[src/rtl/ps2_pkg.sv]
// PS/2 shared definitions: frame constants, transmit FSM states, parity.
// Used by the host transmitter and the keyboard receive path.
package ps2_pkg;

    localparam int DATA_BITS   = 8;
    localparam int FRAME_EDGES = 11;

    typedef logic [2:0] tx_state_t;

    localparam logic [2:0] TX_IDLE    = 3'd0;
    localparam logic [2:0] TX_INHIBIT = 3'd1;
    localparam logic [2:0] TX_REQ     = 3'd2;
    localparam logic [2:0] TX_SEND    = 3'd3;
    localparam logic [2:0] TX_ACK     = 3'd4;
    localparam logic [2:0] TX_RELEASE = 3'd5;

    // Odd parity: total ones across data and parity bit is odd.
    function automatic logic odd_parity(input logic [DATA_BITS-1:0] d);
        return ~^d;
    endfunction

endpackage

[src/rtl/ps2_line_filter.sv]
// PS/2 input conditioning: 2-flop synchronizers on clock and data,
// glitch filter on the clock and a one-cycle falling-edge strobe.
module ps2_line_filter
    import ps2_pkg::*;
#(
    parameter int FILTER_LEN = 8
) (
    input  logic clk,
    input  logic reset,
    input  logic clk_in,
    input  logic data_in,
    output logic clk_filt,
    output logic clk_fall,
    output logic data_sync
);

    localparam int CW = $clog2(FILTER_LEN + 1);

    logic [1:0]    clk_sync_q;
    logic [1:0]    clk_sync_d;
    logic [1:0]    data_sync_q;
    logic [1:0]    data_sync_d;
    logic          filt_q;
    logic          filt_d;
    logic [CW-1:0] cnt_q;
    logic [CW-1:0] cnt_d;
    logic          fall_q;
    logic          fall_d;

    // Shift raw pins through two flops into the clk domain.
    always_comb begin
        clk_sync_d  = {clk_sync_q[0], clk_in};
        data_sync_d = {data_sync_q[0], data_in};
    end

    // Accept a new clock level only after FILTER_LEN equal samples.
    always_comb begin
        filt_d = filt_q;
        cnt_d  = '0;
        fall_d = 1'b0;
        if (clk_sync_q[1] != filt_q) begin
            if (cnt_q == CW'(FILTER_LEN - 1)) begin
                filt_d = clk_sync_q[1];
                fall_d = filt_q & ~clk_sync_q[1];
            end else begin
                cnt_d = cnt_q + 1'b1;
            end
        end
    end

    // Idle PS/2 lines float high, so all levels reset to 1.
    always_ff @(posedge clk or posedge reset) begin
        if (reset) begin
            clk_sync_q  <= 2'b11;
            data_sync_q <= 2'b11;
            filt_q      <= 1'b1;
            cnt_q       <= '0;
            fall_q      <= 1'b0;
        end else begin
            clk_sync_q  <= clk_sync_d;
            data_sync_q <= data_sync_d;
            filt_q      <= filt_d;
            cnt_q       <= cnt_d;
            fall_q      <= fall_d;
        end
    end

    assign clk_filt  = filt_q;
    assign clk_fall  = fall_q;
    assign data_sync = data_sync_q[1];

endmodule

[src/rtl/ps2_host_tx.sv]
// PS/2 host-to-device command transmitter (request-to-send protocol).
// Drives open-drain lines via pull-low enables, follows device clock.
module ps2_host_tx
    import ps2_pkg::*;
#(
    parameter int INHIBIT_CYCLES = 5000,
    parameter int TIMEOUT_CYCLES = 1_000_000,
    parameter int FILTER_LEN     = 8
) (
    input  logic       clk,
    input  logic       reset,
    input  logic [7:0] tx_data,
    input  logic       tx_start,
    output logic       tx_busy,
    output logic       tx_done,
    output logic       tx_error,
    input  logic       ps2_clk_in,
    input  logic       ps2_data_in,
    output logic       ps2_clk_oe,
    output logic       ps2_data_oe
);

    localparam int IW = $clog2(INHIBIT_CYCLES + 1);
    localparam int TW = $clog2(TIMEOUT_CYCLES + 1);
    localparam int EW = $clog2(FRAME_EDGES + 1);

    tx_state_t          state_q;
    tx_state_t          state_d;
    logic [DATA_BITS:0] sh_q;
    logic [DATA_BITS:0] sh_d;
    logic [EW-1:0]      edge_q;
    logic [EW-1:0]      edge_d;
    logic [IW-1:0]      inh_q;
    logic [IW-1:0]      inh_d;
    logic [TW-1:0]      to_q;
    logic [TW-1:0]      to_d;
    logic               clk_oe_q;
    logic               clk_oe_d;
    logic               data_oe_q;
    logic               data_oe_d;
    logic               done_q;
    logic               done_d;
    logic               err_q;
    logic               err_d;

    logic               clk_filt;
    logic               clk_fall;
    logic               data_sync;
    logic               timed_out;

    ps2_line_filter #(
        .FILTER_LEN (FILTER_LEN)
    ) u_filter (
        .clk       (clk),
        .reset     (reset),
        .clk_in    (ps2_clk_in),
        .data_in   (ps2_data_in),
        .clk_filt  (clk_filt),
        .clk_fall  (clk_fall),
        .data_sync (data_sync)
    );

    assign timed_out = (to_q == TW'(TIMEOUT_CYCLES - 1));

    // Frame sequencing: request, shift bits on device falls, check ACK.
    always_comb begin
        state_d   = state_q;
        sh_d      = sh_q;
        edge_d    = edge_q;
        inh_d     = inh_q;
        to_d      = to_q;
        clk_oe_d  = clk_oe_q;
        data_oe_d = data_oe_q;
        done_d    = 1'b0;
        err_d     = 1'b0;

        unique case (state_q)
            TX_IDLE: begin
                clk_oe_d  = 1'b0;
                data_oe_d = 1'b0;
                if (tx_start) begin
                    sh_d     = {odd_parity(tx_data), tx_data};
                    inh_d    = '0;
                    clk_oe_d = 1'b1;
                    state_d  = TX_INHIBIT;
                end
            end

            TX_INHIBIT: begin
                inh_d = inh_q + 1'b1;
                if (inh_q == IW'(INHIBIT_CYCLES - 2)) begin
                    data_oe_d = 1'b1;
                end
                if (inh_q == IW'(INHIBIT_CYCLES - 1)) begin
                    state_d = TX_REQ;
                end
            end

            TX_REQ: begin
                clk_oe_d = 1'b0;
                edge_d   = '0;
                to_d     = '0;
                state_d  = TX_SEND;
            end

            TX_SEND: begin
                to_d = to_q + 1'b1;
                if (clk_fall) begin
                    to_d      = '0;
                    edge_d    = edge_q + 1'b1;
                    data_oe_d = ~sh_q[0];
                    sh_d      = {1'b1, sh_q[DATA_BITS:1]};
                    if (edge_q == EW'(FRAME_EDGES - 2)) begin
                        state_d = TX_ACK;
                    end
                end else if (timed_out) begin
                    clk_oe_d  = 1'b0;
                    data_oe_d = 1'b0;
                    err_d     = 1'b1;
                    state_d   = TX_IDLE;
                end
            end

            TX_ACK: begin
                to_d = to_q + 1'b1;
                if (clk_fall) begin
                    to_d   = '0;
                    edge_d = edge_q + 1'b1;
                    if (!data_sync) begin
                        state_d = TX_RELEASE;
                    end else begin
                        err_d   = 1'b1;
                        state_d = TX_IDLE;
                    end
                end else if (timed_out) begin
                    clk_oe_d  = 1'b0;
                    data_oe_d = 1'b0;
                    err_d     = 1'b1;
                    state_d   = TX_IDLE;
                end
            end

            TX_RELEASE: begin
                to_d = to_q + 1'b1;
                if (clk_filt && data_sync) begin
                    done_d  = 1'b1;
                    state_d = TX_IDLE;
                end else if (timed_out) begin
                    clk_oe_d  = 1'b0;
                    data_oe_d = 1'b0;
                    err_d     = 1'b1;
                    state_d   = TX_IDLE;
                end
            end

            default: begin
                clk_oe_d  = 1'b0;
                data_oe_d = 1'b0;
                state_d   = TX_IDLE;
            end
        endcase
    end

    // State and line enables; reset releases both lines at once.
    always_ff @(posedge clk or posedge reset) begin
        if (reset) begin
            state_q   <= TX_IDLE;
            sh_q      <= '1;
            edge_q    <= '0;
            inh_q     <= '0;
            to_q      <= '0;
            clk_oe_q  <= 1'b0;
            data_oe_q <= 1'b0;
            done_q    <= 1'b0;
            err_q     <= 1'b0;
        end else begin
            state_q   <= state_d;
            sh_q      <= sh_d;
            edge_q    <= edge_d;
            inh_q     <= inh_d;
            to_q      <= to_d;
            clk_oe_q  <= clk_oe_d;
            data_oe_q <= data_oe_d;
            done_q    <= done_d;
            err_q     <= err_d;
        end
    end

    assign tx_busy     = (state_q != TX_IDLE);
    assign tx_done     = done_q;
    assign tx_error    = err_q;
    assign ps2_clk_oe  = clk_oe_q;
    assign ps2_data_oe = data_oe_q;

endmodule
[config.mk]
export PLATFORM = sky130hd
export DESIGN_NAME = ps2_host_tx
export DESIGN_NICKNAME = d
export VERILOG_FILES = /design/src/rtl/ps2_pkg.sv /design/src/rtl/ps2_line_filter.sv /design/src/rtl/ps2_host_tx.sv
export SDC_FILE = /design/constraint.sdc
export NUM_CORES = 1
export LEC_CHECK = 0
export ABC_AREA = 1
export BUFFER_PORTS_ARGS = -buffer_cell sky130_fd_sc_hd__buf_2
export CAP_MARGIN = 20
export CORE_MARGIN = 1
export CORE_UTILIZATION = 55
export CTS_CLUSTER_SIZE = 10
export DETAILED_ROUTE_END_ITERATION = 8
export GPL_ROUTABILITY_DRIVEN = 0
export HOLD_SLACK_MARGIN = 0.03
export PLACE_DENSITY = 0.69
export SLEW_MARGIN = 20
export SYNTH_ARGS = -nofsm -noshare
export SYNTH_HDL_FRONTEND = slang
export SYNTH_HIERARCHICAL = 1
export SYNTH_SLANG_ARGS = --single-unit
[constraint.sdc]
create_clock -name clk -period 5.05 [get_ports clk]
set_clock_uncertainty 0.2 [all_clocks]
set_input_delay 0.505 -clock clk [delete_from_list [all_inputs] [get_ports clk]]
set_output_delay 0.505 -clock clk [all_outputs]
set_load 0.02 [all_outputs]
==> out/qor.csv, run 1 <==
stage,metric,value,unit
critical_path,Crit Path Max Fanout,5,
floorplan,die height,83.73,um
yosys,Post-synth EDFFs,0,
placed_design,Cells after DPL,590,
yosys,cell with the most instances after synthesis,nand2_1,
pwr,Sw Share,37.18,%
drt,DRC Markers,0,
global_route,initial antenna violation count,0,
pwr,clock power share,27.0,%
hold_path,min-delay src,ps2_data_in,
floorplan,core area,6386,sq um
global_route,largest net degree at the start of global routing,54,
yosys,most common flop cell mapped by yosys,dfrtp_1,
sta,final setup vio count,0,
drt,Final ANT Viol Nets,0,
critical_path,Worst Path Arrival,1.28,ns
drt,drt pass-1 iters,5,
critical_path,crit start category,flop,
sta,Final min period,1.984,ns
clocking,number of H-tree levels,3,
pwr,PwrDens,420.7,nW/um^2
final_layout,post-layout util,63.26,%
floorplan,die area,7010,sq um
clocking,CTS root buf,clkbuf_8,
yosys,sequential fraction of the synthesis area,43.39,%
yosys,Synth area leader,dfrtp_1,
yosys,syn nets,522,
global_route,first-pass GRT wire length,12850,um
floorplan,IO Pins,18,
pwr,net switching power,631.9,uW
pwr,sequential share of power,42.2,%
critical_path,critical path class,flop to output port,
global_route,Overflow after GRT,0,
yosys,Async SR Flop Fraction,100.0,%
yosys,synth cell count leaders,"nand2_1 (131), inv_1 (77), nor2_1 (54)",
sta,Tightest Pin Transition,0.6673,ns
drt,1st-iter DRT viols,145,
pwr,Lkg Pwr,2.074,nW
yosys,synth unique cells,36,
pwr,internal power,1.068,mW
drt,Routed WL per cell,12.07,um
critical_path,FF-to-FF path depth,8,
clocking,Num CTS Buffers,9,
yosys,post-synthesis instance area,3674,sq um
global_route,Tot GR Track Use,22.71,%
yosys,synth warn,6,
critical_path,RR Endpoint,ps2_clk_oe$_DFFE_PP0P_,
critical_path,R2R setup slack,3.10,ns
sta,RSZ-0062 raised after global routing,false,
floorplan,Die Width,83.73,um
yosys,#FFs+latches synth,63,
pwr,combinational power share,30.8,%
yosys,post-synthesis cell count,501,
critical_path,Critical Path End Type,output port,
placed_design,number of port buffers,17,
status,status,completed,
sta,"Hold Vio Cnt, Final",0,
hold_path,worst min path class,input port to flop,
yosys,Synth area leaders,"dfrtp_1 (33%), nand2_1 (13%), dfstp_2 (10%)",
job,Max Cap Violations,0,
clocking,later-pin clock latency in the skew report,0.34,ns
clocking,Clock Path Buffers,2,
sta,Slew Limit Fails,0,
yosys,area share of the largest cell type after synthesis,33.38,%
final_layout,post-route insts no fill,607,
drt,Via Count,3188,
placed_design,Post-DP HPWL,5452,um
drt,final WL,7325,um
sta,Slew headroom,55.52,%
hold_path,worst hold stages,1,
critical_path,Worst Path Required,4.35,ns
clocking,clk slew on worst S/H paths,0.07,ns
yosys,syn avg cell area,7.332,sq um
final_layout,share of layout cells above drive strength 1,13.21,%
clocking,clock sink total,63,
sta,Setup Total Neg Slack,0,ns
critical_path,r2r startpoint,to_q[0]$_DFFE_PP0P_,
final_layout,antenna cells,0,
sta,Max Fclk,0.5041,GHz
drt,vias per inst,5.252,
clocking,Resized cells post-CTS,0,
final_layout,area grow syn2layout,9.979,%
floorplan,initial core utilization,57.52,%
clocking,CTS tree,done,
global_route,vias in the first global route,3055,
final_layout,Final #Nets,546,
floorplan,Rows,29,
hold_path,hold path endpoint,u_filter/data_sync_q[0]$_DFF_PP1_,
pwr,worst vdd ir,0.2544,mV
sta,final critical-path share of the clock period,39.28,%
[registers in the layout, indices dropped and copies added (netlist names), 2 cells and up]
name	count
to_q	20
inh_q	13
sh_q	9
edge_q	4
u_filter/cnt_q	4
state_q	3
u_filter/clk_sync_q	2
u_filter/data_sync_q	2
[placed cells by master, fill, tap and decap left out, types with 2 or more instances in the layout]
| cell type | n |
|---|---|
| a21oi_1 | 12 |
| and2_1 | 2 |
| and3_1 | 3 |
| buf_2 | 17 |
| clkbuf_8 | 12 |
| clkinv_2 | 2 |
| dfrtp_1 | 49 |
| dfstp_2 | 14 |
| ha_1 | 8 |
| inv_1 | 76 |
| inv_2 | 5 |
| nand2_1 | 131 |
| nand2_2 | 4 |
| nand2_4 | 2 |
| nand2b_1 | 2 |
| nand3_1 | 37 |
| nand3_2 | 3 |
| nand3_4 | 2 |
| nand3b_1 | 3 |
| nand4_1 | 9 |
| nor2_1 | 54 |
| nor2_2 | 3 |
| nor3_1 | 14 |
| nor3b_1 | 2 |
| o21ai_0 | 38 |
| o21ai_1 | 3 |
| o22ai_1 | 4 |
| xnor2_1 | 4 |
| xor2_1 | 4 |
[per-layer routing]
metal / GRT usage (%) / vias to the layer above / part of all wire [%]
met5: 0 / - / 0
met4: 10.94 / 0 / 2.0
met3: 3.858 / 12 / 3.1
met2: 36.29 / 49 / 45
met1: 30.05 / 1492 / 50
li1: - / 1635 / -
[worst max-delay path: stages, from the launching register on]
cell and delay, ns:
dfrtp_1 0.45, nor2_1 0.21, nand2_1 0.11, buf_2 0.17
[area by class of cell]
type,count,area [sq um]
clock buffer,13,168.9
clock inverter,3,40.04
fill,561,2346
inverter,81,304.0
multi-input combinational,351,1734
sequential,63,1594
tap,77,96.34
timing repair buffer,19,102.6
[cells by family (layout without fill, tap and decap cells)]
kind of cell / after synthesis / after routing / share of synthesized area [%]
buffers and inverters: 87 / 116 / 9.400
AO/OA/AOI/OAI: 61 / 61 / 8.753
adder cells (fa/ha/maj): 8 / 8 / 2.725
AND/OR/NAND/NOR: 274 / 274 / 33.82
XOR/XNOR: 8 / 8 / 1.907
flip-flops: 63 / 63 / 43.39
[worst max-delay path by stage]
stage | from | to | slack, ns | cells past startpoint
5_1_grt | to_q[0]$_DFFE_PP0P_ | ps2_clk_oe$_DFFE_PP0P_ | 2.94 | 8
4_1_cts | state_q[0]$_DFFE_PP0P_ | tx_busy | 3.05 | 3
3_5_place_dp | to_q[0]$_DFFE_PP0P_ | ps2_clk_oe$_DFFE_PP0P_ | 3.13 | 8
6_report | state_q[0]$_DFFE_PP0P_ | tx_busy | 3.07 | 3
2_1_floorplan | reset | edge_q[0]$_DFFE_PP0P_ | 3.07 | 1
3_3_place_gp | to_q[0]$_DFFE_PP0P_ | ps2_clk_oe$_DFFE_PP0P_ | 3.11 | 8
[per-stage QoR]
stage | worst slack, ns | power, mW | hold WS, ns | cell area, sq um
2_1_floorplan | 3.074 | 1.134 | 0.1416 | 3674
3_3_place_gp | 3.110 | 1.235 | 0.1453 | 3821
3_5_place_dp | 3.132 | 1.248 | 0.1478 | 3821
4_1_cts | 3.055 | 1.712 | 0.05214 | 4040
5_1_grt | 2.940 | 1.831 | 0.05235 | 4040
6_report | 3.066 | 1.700 | 0.06799 | 4040
[power by group through the flow]
stage          clock network, mW  logic [mW]  registers (mW)
2_1_floorplan                  0       0.418           0.716
3_3_place_gp                   0       0.514           0.721
3_5_place_dp                   0       0.522           0.726
4_1_cts                    0.470       0.526           0.717
5_1_grt                    0.487       0.614           0.730
6_report                   0.458       0.524           0.717
[what timing repair did]
| item | CTS | global route |
|---|---|---|
| setup endpoints to repair | 0 | 0 |
| hold buffers | 1 | 0 |
| endpoints found under the hold margin | 5 | 0 |
| buffers inserted | 0 | 0 |
(Power assumes the default switching activity.)
==> inputs of run 2 (changes only) <==
==> constraint.sdc (replaced) <==
create_clock -name clk -period 1.9 [get_ports clk]
set_clock_uncertainty 0.2 [all_clocks]
set_input_delay 0.19 -clock clk [delete_from_list [all_inputs] [get_ports clk]]
set_output_delay 0.19 -clock clk [all_outputs]
set_load 0.02 [all_outputs]
==> run 2 against run 1 <==
Against the previous run:
- global-route usage increased by 2.5 points
- sequential cell count did not move
- final area grew 5.7%
- die area did not move
- largest power group unchanged
==> out/qor.csv, run 2 (synthesis gave the netlist of run 1 again) <==
stage,metric,value,unit,change
status,status,completed,,
sta,Tightest Pin Transition,0.3653,ns,-0.3019 ns
final_layout,fin area,4272,sq um,+5.7%
final_layout,post-route insts no fill,627,,+3.3%
pwr,Lkg Pwr,2.203,nW,+6.2%
sta,Slew headroom,75.51,%,+20 points
final_layout,Final #Nets,566,,+3.7%
clocking,CTS root buf,clkbuf_8,,
sta,Setup Total Neg Slack,0,ns,unchanged
placed_design,Post-DP HPWL,5642,um,+3.5%
clocking,clock sink total,63,,unchanged
sta,"Hold Vio Cnt, Final",0,,unchanged
drt,Via Count,3262,,+2.3%
drt,final WL,7868,um,+7.4%
final_layout,Filler Cells Inserted,538,,-4.1%
job,Max Cap Violations,0,,unchanged
clocking,CTS tree,done,,
floorplan,die height,83.73,um,unchanged
floorplan,Rows,29,,unchanged
sta,Slew Limit Fails,0,,unchanged
critical_path,Crit Path Max Fanout,4,,-1
hold_path,worst min path class,input port to flop,,
drt,Final ANT Viol Nets,0,,unchanged
critical_path,Critical Path End Type,flop,,
final_layout,most frequent cells in the layout,"nand2_1 (131), inv_1 (75), nor2_1 (53), dfrtp_1 (49)",,
floorplan,IO Pins,18,,unchanged
hold_path,hold path endpoint,ps2_clk_oe$_DFFE_PP0P_,,
critical_path,critical path class,flop to flop,,
hold_path,worst hold stages,4,,+3
sta,fin worst setup slack,0.1864,ns,-2.880 ns
critical_path,Worst Path Arrival,1.77,ns,+0.49 ns
critical_path,R2R setup slack,0.19,ns,-2.91 ns
critical_path,Critical Path Max Stage Delay,0.39,ns,-0.06 ns
critical_path,r2r startpoint,inh_q[1]$_DFFE_PP0P_,,
global_route,vias in the first global route,3212,,+5.1%
clocking,Clock Path Buffers,2,,unchanged
critical_path,critical path depth in cells,10,,+7
floorplan,initial core utilization,57.52,%,unchanged
drt,drt pass-1 iters,5,,unchanged
placed_design,pre-CTS setup slack,0.02510,ns,-3.107 ns
critical_path,Worst path top cell family by delay,simple AND/OR/NAND/NOR gates,,
critical_path,FF-to-FF path depth,10,,+2
pwr,Sw Share,36.94,%,-0.23 points
global_route,Overflow after GRT,0,,unchanged
drt,DRC Markers,0,,unchanged
pwr,worst vdd ir,0.7720,mV,+200%
pwr,clock power share,27.5,%,+0.5 points
drt,Routed WL per cell,12.55,um,+4.0%
critical_path,RR Endpoint,inh_q[10]$_DFFE_PP0P_,,
critical_path,Buffers & Inverters on Critical Path,2,,+1
final_layout,area grow syn2layout,16.28,%,
final_layout,Largest Register,to_q,,
sta,final critical-path share of the clock period,90.19,%,
pwr,net switching power,1.764,mW,+180%
final_layout,"most common cell after layout, fill and taps aside",nand2_1,,
hold_path,min-delay src,tx_start,,
clocking,clk slew on worst S/H paths,0.07,ns,about the same
pwr,internal power,3.011,mW,+180%
clocking,post-CTS setup buffer count,0,,unchanged
sta,Max Fclk,0.5836,GHz,
critical_path,crit start category,flop,,
final_layout,share of layout cells above drive strength 1,15.45,%,+2.2 points
pwr,combinational power share,32.8,%,+2.0 points
global_route,initial antenna violation count,0,,unchanged
drt,1st-iter DRT viols,180,,+24%
sta,RSZ-0062 raised after global routing,true,,
sta,final setup vio count,0,,unchanged
placed_design,number of port buffers,17,,unchanged
clocking,number of H-tree levels,3,,unchanged
final_layout,largest registers,"to_q: 20 flops, inh_q: 13 flops, sh_q: 9 flops",,
placed_design,Placed Area,3909,sq um,+2.3%
pwr,sequential share of power,39.7,%,-2.5 points
floorplan,core area,6386,sq um,unchanged
clocking,Num CTS Buffers,9,,unchanged
final_layout,antenna cells,0,,unchanged
drt,vias per inst,5.203,,-0.94%
critical_path,crit path max-delay cell type,dfrtp_1,,
pwr,overall power,4.774,mW,+180%
critical_path,worst path cell trace,ha_1 -> nand2_1 -> inv_1 -> nand2_1 -> nor3_4 -> nand3_1 -> nand2_1 -> o21ai_1 -> nand2_1 -> inv_1,,
global_route,largest net degree at the start of global routing,54,,unchanged
sta,Final min period,1.714,ns,
final_layout,post-layout util,66.89,%,+3.6 points
clocking,later-pin clock latency in the skew report,0.35,ns,about the same
critical_path,Crit path top cell by count,nand2_1,,
pwr,PwrDens,1118,nW/um^2,+170%
floorplan,Die Width,83.73,um,unchanged
critical_path,Worst Path Required,1.95,ns,-2.40 ns
floorplan,die area,7010,sq um,unchanged
global_route,first-pass GRT wire length,14180,um,+10%
global_route,Tot GR Track Use,25.20,%,+2.5 points
final_layout,Largest register FFs,20,,unchanged
sta,Hold WS,0.06412,ns,-0.003872 ns
placed_design,Cells after DPL,600,,+1.7%
==> run 2: changes by cell type in the layout (fill, tap and decap cells not counted), moves of 2 or more <==
cell / before / now
buf_4: 1 / 10
nor3_1: 14 / 11
clkbuf_8: 12 / 10
nor3_4: 0 / 2
dlygate4sd3_1: 1 / 11
==> run 2: power by group through the flow <==
stage	logic, mW	clock network [mW]	registers (mW)
3_3_place_gp	1.50	0	1.91
4_1_cts	1.56	1.34	1.90
6_report	1.57	1.31	1.90
5_1_grt	1.80	1.40	1.94
3_5_place_dp	1.53	0	1.92
2_1_floorplan	1.11	0	1.90
==> run 2: layout make-up <==
class	count	area, sq um	share of cell area, %
multi-input cells	351	1764	41.30
flip-flops and latches	63	1594	37.32
inverters	81	304.0	7.118
repair buffers	39	290.3	6.796
clock buffers	11	141.4	3.310
well taps	77	96.34	2.255
clock inverters	5	81.33	1.904
==> run 2: repair_timing <==
item	CTS	global route
hold buffers	11	0
gates resized for setup	0	8
endpoints found under the hold margin	73	0
endpoints found under the setup margin	0	13
==> run 2: routing by layer <==
layer | global-route usage (%) | vias to the layer above | share of wire [%] | wire length [um]
met5 | 0 | - | 0 | 0
met4 | 12.02 | 0 | 2.2 | 177
met3 | 4.550 | 17 | 4.6 | 363
met2 | 37.77 | 83 | 45 | 3539
met1 | 35.41 | 1483 | 48 | 3788
li1 | - | 1679 | - | -
==> run 2: worst max path at each step <==
stage,startpoint,end,slack [ns]
floorplan,reset,edge_q[0]$_DFFE_PP0P_,0.24
global placement,to_q[0]$_DFFE_PP0P_,ps2_clk_oe$_DFFE_PP0P_,0.13
detailed placement,to_q[0]$_DFFE_PP0P_,to_q[10]$_DFFE_PP0P_,0.03
CTS,to_q[0]$_DFFE_PP0P_,to_q[10]$_DFFE_PP0P_,0.02
global route,inh_q[1]$_DFFE_PP0P_,inh_q[12]$_DFFE_PP0P_,-0.03
finish,inh_q[1]$_DFFE_PP0P_,inh_q[10]$_DFFE_PP0P_,0.19
==> run 2: worst min-delay path, delay by kind of cell <==
kind	cells	cell delay, ns
buffers and inverters	2	0.24
and+or+nand+nor	2	0.14
==> inputs of run 3 (changes only) <==
==> constraint.sdc (replaced) <==
create_clock -name clk -period 1.9 [get_ports clk]
set_clock_uncertainty 0.2 [all_clocks]
set_input_delay 0.38 -clock clk [delete_from_list [all_inputs] [get_ports clk]]
set_output_delay 0.38 -clock clk [all_outputs]
set_load 0.02 [all_outputs]
==> run 3 against run 2 <==
Against the previous run:
- final area down 2.9%
- register-to-register slack about the same
- critical path depth down 7
- first-iteration DRC count down 4.4%
- sequential share of layout area up 1.1 points
- sequential power about the same
- total power down 7.0%
==> out/qor.csv, run 3 (synthesis gave the netlist of run 1 again) <==
stage,metric,value,unit,change
clocking,CTS tree,done,,
clocking,later-pin clock latency in the skew report,0.34,ns,about the same
global_route,Overflow after GRT,0,,unchanged
placed_design,Placed Area,3909,sq um,unchanged
final_layout,share of layout cells above drive strength 1,15.87,%,+0.41 points
drt,final WL,7446,um,-5.4%
floorplan,Die Width,83.73,um,unchanged
sta,final critical-path share of the clock period,94.84,%,+4.7 points
pwr,PwrDens,1071,nW/um^2,-4.2%
sta,Final min period,1.802,ns,+0.08838 ns
final_layout,antenna cells,0,,unchanged
sta,Max Fclk,0.5550,GHz,-4.9%
placed_design,Post-DP HPWL,5612,um,-0.54%
sta,Slew headroom,76.18,%,+0.67 points
critical_path,crit start category,flop,,
final_layout,Largest Register,to_q,,
clocking,Clock Path Buffers,2,,unchanged
final_layout,fin area,4149,sq um,-2.9%
final_layout,Filler Cells Inserted,566,,+5.2%
floorplan,die area,7010,sq um,unchanged
drt,Final ANT Viol Nets,0,,unchanged
final_layout,Largest register FFs,20,,unchanged
clocking,Num CTS Buffers,9,,unchanged
floorplan,IO Pins,18,,unchanged
final_layout,most frequent cells in the layout,"nand2_1 (131), inv_1 (75), nor2_1 (52), dfrtp_1 (49), o21ai_0 (38)",,
global_route,first-pass GRT wire length,13230,um,-6.7%
drt,DRC Markers,0,,unchanged
global_route,Tot GR Track Use,23.42,%,-1.8 points
clocking,clock sink total,63,,unchanged
final_layout,post-layout util,64.97,%,-1.9 points
floorplan,core area,6386,sq um,unchanged
critical_path,R2R setup slack,0.19,ns,about the same
pwr,worst vdd ir,0.6944,mV,-10%
critical_path,Crit Path Max Fanout,5,,+1
final_layout,post-route insts no fill,619,,-1.3%
placed_design,Cells after DPL,600,,unchanged
clocking,CTS root buf,clkbuf_8,,
floorplan,initial core utilization,57.52,%,unchanged
hold_path,worst min path class,flop to flop,,
critical_path,Critical Path Max Stage Delay,0.48,ns,+0.09 ns
placed_design,number of port buffers,17,,unchanged
critical_path,Worst Path Required,1.32,ns,-0.63 ns
pwr,Lkg Pwr,2.148,nW,-2.5%
sta,RSZ-0062 raised after global routing,true,,
critical_path,critical path class,flop to output port,,
pwr,overall power,4.442,mW,-7.0%
sta,Hold WS,0.1592,ns,+0.09509 ns
final_layout,"most common cell after layout, fill and taps aside",nand2_1,,
clocking,clk slew on worst S/H paths,0.06,ns,about the same
drt,drt pass-1 iters,4,,-1
global_route,vias in the first global route,2975,,-7.4%
critical_path,Worst Path Arrival,1.22,ns,-0.55 ns
final_layout,Final #Nets,558,,-1.4%
floorplan,Rows,29,,unchanged
critical_path,worst path cell trace,nor2_4 -> nand2_1 -> buf_2,,
drt,Routed WL per cell,12.03,um,-4.1%
drt,1st-iter DRT viols,172,,-4.4%
sta,"Hold Vio Cnt, Final",0,,unchanged
critical_path,Worst path top cell family by delay,flip-flops,,
global_route,initial antenna violation count,0,,unchanged
final_layout,area grow syn2layout,12.94,%,
critical_path,Buffers & Inverters on Critical Path,1,,-1
critical_path,crit path max-delay cell type,dfrtp_1,,
clocking,number of H-tree levels,3,,unchanged
drt,vias per inst,5.184,,-0.35%
floorplan,die height,83.73,um,unchanged
status,status,completed,,
global_route,largest net degree at the start of global routing,46,,-15%
job,Max Cap Violations,0,,unchanged
sta,Slew Limit Fails,0,,unchanged
critical_path,Critical Path End Type,output port,,
drt,Via Count,3209,,-1.6%
sta,Tightest Pin Transition,0.3554,ns,-0.009977 ns
final_layout,largest registers,"to_q: 20 flops, inh_q: 13 flops, sh_q: 9 flops",,
sta,final setup vio count,0,,unchanged
run 3: changes by cell type in the layout (fill, tap and decap cells not counted), sizes merged:
cell	change
dlygate4sd3	-8
bufinv	-2
clkinv	+1
clkbuf	+1
run 3: worst paths after layout:
path                                                   startpoint                           endpoint  depth (start not counted)
worst max-delay path                       state_q[0]$_DFFE_PP0P_                            tx_busy                          3
worst min-delay path            u_filter/data_sync_q[0]$_DFF_PP1_  u_filter/data_sync_q[1]$_DFF_PP1_                          0
worst max register to register             state_q[0]$_DFFE_PP0P_               to_q[19]$_DFFE_PP0P_                          8
worst min register to register  u_filter/data_sync_q[0]$_DFF_PP1_  u_filter/data_sync_q[1]$_DFF_PP1_                          0
max in group asynchronous                                   reset                sh_q[0]$_DFFE_PP1P_                          4
min in group asynchronous                                   reset              inh_q[10]$_DFFE_PP0P_                          3
run 3: repair_timing:
item,in CTS,in global routing
buffers inserted,0,0
setup endpoints to repair,1,12
resized for setup,1,9
hold endpoints to repair,15,0
hold buffers,3,0
run 3: routing by layer:
layer / share of wire, % / track usage, % / up-vias
met3: 4.1 / 4.352 / 11
met2: 45 / 35.55 / 59
met4: 1.5 / 9.245 / 0
li1: - / - / 1669
met5: 0 / 0 / -
met1: 50 / 33.25 / 1470
run 3: through the flow:
step / TNS (ns) / setup WS (ns)
finish: 0 / 0.09806
global route: -0.07120 / -0.04125
CTS: 0 / 0.02967
detailed placement: 0 / 0.04899
global placement: 0 / 0.1279
floorplan: 0 / 0.04867
run 3: layout make-up:
type | instances | area [sq um] | area share, %
clock buffer | 12 | 145.1 | 3.498
clock inverter | 4 | 22.52 | 0.5428
inverter | 81 | 304.0 | 7.328
multi-input combinational | 351 | 1777 | 42.82
sequential | 63 | 1594 | 38.42
tap | 77 | 96.34 | 2.322
timing repair buffer | 31 | 210.2 | 5.066
run 3: where the power goes:
group          total, mW  leakage (nW)  switching, mW  internal, mW
Sequential          1.90         0.815          0.211          1.69
Clock               1.01        0.0861          0.505         0.503
Combinational       1.53          1.25          0.991         0.539
